### src/rtl/uart_transmitter.sv
// UART transmitter: serialises one byte per frame (start, DBIT data bits
// LSB first, optional even parity, stop) at 16 tx_tick pulses per bit.
//
// state  | meaning
// -------+------------------------------------------------------------
// IDLE   | line high, waiting for tx_start
// START  | start bit (tdo=0) for 16 ticks
// DATA   | DBIT data bits, 16 ticks each, shift register shifts right
// PARITY | even-parity bit for 16 ticks (only when PARITY_EN=1)
// STOP   | line high for SB_TICK ticks, tx_done on the last one
module uart_transmitter #(
  parameter int DBIT      = 8,
  parameter int SB_TICK   = 16,
  parameter int PARITY_EN = 0
) (
  input  logic       clk,
  input  logic       reset,
  input  logic       tx_tick,
  input  logic       tx_start,
  input  logic [7:0] data_tx,
  output logic       tdo,
  output logic       tx_busy,
  output logic       tx_done
);

  // Tick counter normally spans one bit (0..15); it widens only when the
  // stop period is longer than a bit so it can count the whole stop time.
  localparam int TICK_W = (SB_TICK > 16) ? $clog2(SB_TICK) : 4;

  localparam logic [TICK_W-1:0] BIT_LAST  = TICK_W'(15);
  localparam logic [TICK_W-1:0] STOP_LAST = TICK_W'(SB_TICK - 1);
  localparam logic [2:0]        DBIT_LAST = 3'(DBIT - 1);
  localparam logic [7:0]        DATA_MASK = 8'((1 << DBIT) - 1);

  typedef enum logic [2:0] {
    IDLE   = 3'd0,
    START  = 3'd1,
    DATA   = 3'd2,
    PARITY = 3'd3,
    STOP   = 3'd4
  } tx_state_t;

  tx_state_t         state_q, state_n;
  logic [TICK_W-1:0] tick_cnt, tick_cnt_n;
  logic [2:0]        bit_cnt, bit_cnt_n;
  logic [7:0]        shift_reg, shift_reg_n;
  logic              parity_q, parity_n;
  logic              tdo_q, tdo_n;
  logic              done_q, done_n;

  // State and datapath registers; reset forces the line idle-high at once.
  always_ff @(posedge clk or negedge reset) begin
    if (!reset) begin
      state_q   <= IDLE;
      tick_cnt  <= '0;
      bit_cnt   <= '0;
      shift_reg <= '0;
      parity_q  <= 1'b0;
      tdo_q     <= 1'b1;
      done_q    <= 1'b0;
    end else begin
      state_q   <= state_n;
      tick_cnt  <= tick_cnt_n;
      bit_cnt   <= bit_cnt_n;
      shift_reg <= shift_reg_n;
      parity_q  <= parity_n;
      tdo_q     <= tdo_n;
      done_q    <= done_n;
    end
  end

  // Next-state and next-output logic; everything holds unless a tick or an
  // accepted start request moves it.
  always_comb begin
    state_n     = state_q;
    tick_cnt_n  = tick_cnt;
    bit_cnt_n   = bit_cnt;
    shift_reg_n = shift_reg;
    parity_n    = parity_q;
    tdo_n       = tdo_q;
    done_n      = 1'b0;

    case (state_q)
      IDLE: begin
        // A tick arriving with the start request is deliberately not counted.
        if (tx_start) begin
          shift_reg_n = data_tx & DATA_MASK;
          parity_n    = ^(data_tx & DATA_MASK);
          tick_cnt_n  = '0;
          bit_cnt_n   = '0;
          tdo_n       = 1'b0;
          state_n     = START;
        end
      end

      START: begin
        if (tx_tick) begin
          if (tick_cnt == BIT_LAST) begin
            tick_cnt_n = '0;
            tdo_n      = shift_reg[0];
            state_n    = DATA;
          end else begin
            tick_cnt_n = tick_cnt + 1'b1;
          end
        end
      end

      DATA: begin
        if (tx_tick) begin
          if (tick_cnt == BIT_LAST) begin
            tick_cnt_n  = '0;
            shift_reg_n = shift_reg >> 1;
            bit_cnt_n   = bit_cnt + 1'b1;
            if (bit_cnt == DBIT_LAST) begin
              if (PARITY_EN != 0) begin
                tdo_n   = parity_q;
                state_n = PARITY;
              end else begin
                tdo_n   = 1'b1;
                state_n = STOP;
              end
            end else begin
              tdo_n = shift_reg[1];
            end
          end else begin
            tick_cnt_n = tick_cnt + 1'b1;
          end
        end
      end

      PARITY: begin
        if (tx_tick) begin
          if (tick_cnt == BIT_LAST) begin
            tick_cnt_n = '0;
            tdo_n      = 1'b1;
            state_n    = STOP;
          end else begin
            tick_cnt_n = tick_cnt + 1'b1;
          end
        end
      end

      STOP: begin
        if (tx_tick) begin
          if (tick_cnt == STOP_LAST) begin
            tick_cnt_n = '0;
            done_n     = 1'b1;
            state_n    = IDLE;
          end else begin
            tick_cnt_n = tick_cnt + 1'b1;
          end
        end
      end

      default: begin
        tdo_n   = 1'b1;
        state_n = IDLE;
      end
    endcase
  end

  assign tdo     = tdo_q;
  assign tx_busy = (state_q != IDLE);
  assign tx_done = done_q;

endmodule

### config.mk
export PLATFORM = sky130hd
export DESIGN_NAME = uart_transmitter
export DESIGN_NICKNAME = d
export VERILOG_FILES = /design/src/rtl/uart_transmitter.sv
export SDC_FILE = /design/constraint.sdc
export NUM_CORES = 1
export LEC_CHECK = 0
export ABC_AREA = 1
export BUFFER_PORTS_ARGS = -buffer_cell sky130_fd_sc_hd__buf_2
export CAP_MARGIN = 25
export CORE_MARGIN = 2
export CORE_UTILIZATION = 47
export CTS_CLUSTER_SIZE = 20
export DETAILED_ROUTE_END_ITERATION = 10
export PLACE_DENSITY = 0.65
export SETUP_SLACK_MARGIN = 0.05
export SLEW_MARGIN = 10
export SYNTH_ARGS = -nofsm -noshare
export SYNTH_HDL_FRONTEND = slang
export SYNTH_SLANG_ARGS = --single-unit
### constraint.sdc
create_clock -name clk -period 1.9 [get_ports clk]
set_clock_uncertainty 0.15 [all_clocks]
set_input_delay 0.285 -clock clk [delete_from_list [all_inputs] [get_ports clk]]
set_output_delay 0.285 -clock clk [all_outputs]
set_load 0.02 [all_outputs]
## Word-level counts from Yosys, hierarchy flattened

Cells that the tools add are included.

| word-level totals | value |
|---|---|
| flip-flop bits (word level) | 20 |
| bits of input ports | 12 |

| operators by class | value |
|---|---|
| add/subtract/negate cells | 2 |
| equality and inequality tests | 17 |
| muxes and demuxes | 35 |
| bitwise logic cells | 1 |
| reduce and logical (&&, ||, !) cells | 9 |

Operator list:

| operator | count |
|---|---|
| 3-bit 2-to-1 mux | 13 |
| 8-bit 2-to-1 mux | 3 |
| 2-bit inequality test (second input constant) | 10 |
| 8-bit one-hot mux with 2 select lines | 1 |
| 3-bit one-hot mux with 5 select lines | 1 |
| 4-bit 2-to-1 mux | 3 |
| 1-bit 2-to-1 mux | 11 |
| 10-bit AND reduction | 1 |
| 4-bit one-hot mux with 2 select lines | 1 |
| 8-bit AND reduction | 1 |
| 3-bit by 2-bit equality test with 1-bit output (second input constant) | 2 |
| 3-bit equality test (second input constant) | 2 |
| 3-bit one-hot mux with 2 select lines | 1 |
| 1-bit one-hot mux with 5 select lines | 1 |
| 4-bit by 1-bit adder with 4-bit output (second input constant) | 1 |
| 4-bit equality test (second input constant) | 1 |
| 4-bit AND reduction | 1 |
| 2-bit nonzero test | 2 |
| 4-bit OR reduction | 1 |
| 3-bit by 1-bit adder with 3-bit output (second input constant) | 1 |
| 3-bit by 1-bit equality test with 1-bit output (second input constant) | 1 |
| 3-bit logical NOT | 1 |
| 3-bit AND reduction | 1 |
| 3-bit nonzero test | 1 |
| other kinds (2) | 2 |

## Longest topological paths before layout

| logic depth | value |
|---|---|
| word-level depth | 5 |
| depth in mapped cells | 10 |

## Least setup slack after synthesis

No wires, ideal clock.

| path | value |
|---|---|
| kind | register to register |
| start | register state_q[1] |
| end | register shift_reg[5] |
| library setup time | 0.121 ns |
| data arrival time | 1.247 ns |
| slack | 0.382 ns |
| cell stages (with the launch flop) | 9 |
| path buffers | 2 |
| period minus slack after synthesis | 1.518 ns |
| cells stage by stage | dfrtp_1 -> buf_6 -> nor2_4 -> nand2_1 -> o21ai_2 -> nand2_2 -> buf_6 -> nand2_1 -> o21ai_2 |

| on the way | value |
|---|---|
| word-level cells in the longest chain between the ends | 3 |
| elaborated cells between the ends (all ways) | 8 |

RTL lines:

| what | RTL line | RTL |
|---|---|---|
| start, declared | 43 | `tx_state_t state_q, state_n;` |
| start signal, assigned | 62 | `state_q <= state_n;` |
| 3-bit by 2-bit equality test with 1-bit output or 3-bit logical NOT (tied branches) | 83 | `case (state_q)` |
| 2-bit inequality test (no source line) or 2-bit nonzero test (tied branches) | - |  |
| 4-bit AND reduction (no source line) | - |  |
| end signal, assigned | 65 | `shift_reg <= shift_reg_n;` |
| end, declared | 46 | `logic [7:0] shift_reg, shift_reg_n;` |

Parallel ways exist; a longest one is shown, timed or not.
A chain may end at the register's enable or synchronous reset.

## Worst setup path after layout

| path | value |
|---|---|
| start | register state_q[1] |
| end | output port tx_busy |

| on the way | value |
|---|---|
| word-level cells in the longest chain between the ends | 1 |

RTL lines:

| what | RTL line | RTL |
|---|---|---|
| 3-bit nonzero test | 163 | `assign tx_busy = (state_q != IDLE);` |
| end, declared | 22 | `output logic tx_busy,` |

No other way between the ends.

==> qor.yml <==
synth:
  ys_ff_latch: 20
  syn_area_per_cell_um2: 7.983
  yosysSeqAreaShare_pct: 38.56
  yosysWarnings: 0
  synth_cells: 163
  synth_area_mm2: 0.001301
  synth_nets: 178
  yosysUniqueCellTypes: 28
die:
  io_pins: 15
  rows: 19
  die-height_um: 56.62
  die_w_um: 56.62
  core_area_mm2: 0.002686
  start_util_pct: 48.44
  dieArea_mm2: 0.003205
sta:
  fmax_ghz: 0.5648
  report.final.setup_viol: 0
  fin_tns_setup_ns: 0
  slew_headroom_pct: 70.27
  finalHoldViolations: 0
  slew_violations: 0
  fin_crit_sh_pct: 93.18
  fin_crit_ns: 1.770
  tightest_slew_ns: 0.4459
  rsz0062_at_grt: "no"
placed_design:
  dp_hpwl_mm: 1.804
  port_buffers: 14
  finalWeightedCongestion: 0.8742
routing:
  wire_per_inst_um: 11.49
  wl_mm: 2.401
  dr.pass1.iters: 4
  route.detailed.drc: 0
  vias: 1036
  drtIter0Drc: 36
  ant_nets: 0
  viasPerCell: 4.957
grt:
  antenna_found_initial: 0
  grt-ovfl-total: 0
  grt_usage_pct: 16.63
  grt_pass1_wl_mm: 4.271
  first_global_vias: 1015
  grt_max_degree: 22
finish:
  layout_common_cells: "49 x nand2_1, 18 x dfrtp_1, 14 x buf_2"
  syn2layout_area_growth_pct: 10.29
  drive_above_1_share_pct: 28.65
  finalCoreUtilization_pct: 53.42
  diodes: 0
  layout_commonest_cell: "nand2_1"
  fillers: 258
  nNetsFinal: 194
  largest_register_ff_count: 8
pwr:
  pwr-share-comb_pct: 49.8
  p_int_uw: 1184
  power_frac_seq_pct: 34.2
  static-leakage-power_uw: 0.0007521
  ir_drop_mv: 0.8932
  sw_frac_of_total_pct: 44.94
  p_switching_uw: 966.2
  p_clk_share_pct: 16.1
  pwr_density_cell_mw_per_mm2: 1498
min_path:
  hold_depth: 3
  holdCritPathClass: "in2reg"
worst_setup_path:
  crit_path_start_kind: "flip-flop"
  required_ns: 1.46
  end_kind: "primary output"
  crit_fanout: 8
  worstPathArrival_ns: 1.34
  reg2reg_depth: 7
  crit_type: "reg2out"
cts:
  clock-sinks: 20
  cts_tree: "done"
  cts_buffer_depth: 2
  htree_levels: 1
  cts-root-buf: "clkbuf_4"
  clock_latency_ns: 0.30
  cts_made_buffers: 3
  path_clk_slew_ns: 0.12
status:
  status: "finished, final reports clean"
run:
  maxCapViolations: 0
==> power groups by stage <==
stage	Sequential, uW	Combinational (uW)	Clock [uW]
final	734	1070	346
after global routing	753	1220	378
after CTS	731	1070	355
after detailed placement	737	1050	0
after global placement	732	1020	0
after floorplan	664	1000	0
==> stage by stage <==
stage / area [um^2] / hold slack [ns] / power, uW / std cells / setup WS (ns)
6_report: 1435 / 0.1024 / 2150 / 209 / 0.1296
5_1_grt: 1435 / 0.08158 / 2350 / 209 / 0.04444
4_1_cts: 1426 / 0.08963 / 2152 / 208 / 0.09260
3_5_place_dp: 1359 / 0.1134 / 1787 / 203 / 0.08171
3_3_place_gp: 1359 / 0.1065 / 1756 / 203 / 0.1213
2_1_floorplan: 1301 / -0.1606 / 1668 / 163 / 0.3821
==> kinds of logic after synthesis <==
group	count (synthesis)	synth area share [%]
flops	20	38.56
simple gates	97	36.92
xor+xnor	1	0.6732
compound gates	23	12.02
buf+inv	19	8.942
fa+ha+maj	3	2.885
==> critical path, stage by stage (launching register included) <==
cell	delay, ns
dfrtp_1	0.54
nor2_4	0.19
nand2_1	0.12
buf_2	0.18
==> metal layers <==
metal	GRT usage, %	part of all wire, %
met1	21.99	50
met2	28.24	46
met3	2.074	3.3
met4	5.102	0.75
met5	0	0
==> worst paths after layout <==
path	start	to	slack [ns]
worst max-delay path	state_q[1]$_DFFE_PN0P_	tx_busy	0.13
worst min-delay path	data_tx[7]	shift_reg[7]$_DFFE_PN0P_	0.10
worst max register to register	state_q[1]$_DFFE_PN0P_	shift_reg[5]$_DFFE_PN0P_	0.22
worst min register to register	tdo$_DFFE_PN1P_	tdo$_DFFE_PN1P_	0.35
max in group asynchronous	reset	tdo$_DFFE_PN1P_	0.97
min in group asynchronous	reset	state_q[0]$_DFFE_PN0P_	0.30
==> timing repair <==
action,CTS,global route
endpoints found under the setup margin,1,2
hold buffers,1,0
endpoints found under the hold margin,19,0
setup buffers,0,1
gates resized for setup,1,1
==> synth_stat cells (all sizes together) <==
master	n	area share, %
nand2	54	17
nor3	1	0.38
or2	8	3.8
buf	7	5.1
nand3b	1	0.87
nor2	15	6.5
nand4	6	3.4
dfrtp	19	37
o21ai	22	12
inv	12	3.8
nand3	12	5.4
ha	3	2.9
xor2	1	0.67
a21oi	1	0.38
dfstp	1	2.0
==> cell type report <==
class                      count  area, um^2  share of cell area, %
clock buffer                   3       22.52                  1.569
timing repair buffer          18       102.6                  7.149
sequential                    20       503.0                  35.05
tap                           31       38.79                  2.703
multi-input combinational    124       688.2                  47.95
clock inverter                 1       30.03                  2.092
inverter                      12       50.05                  3.487
Note: power is estimated with default switching activity, not from simulation.
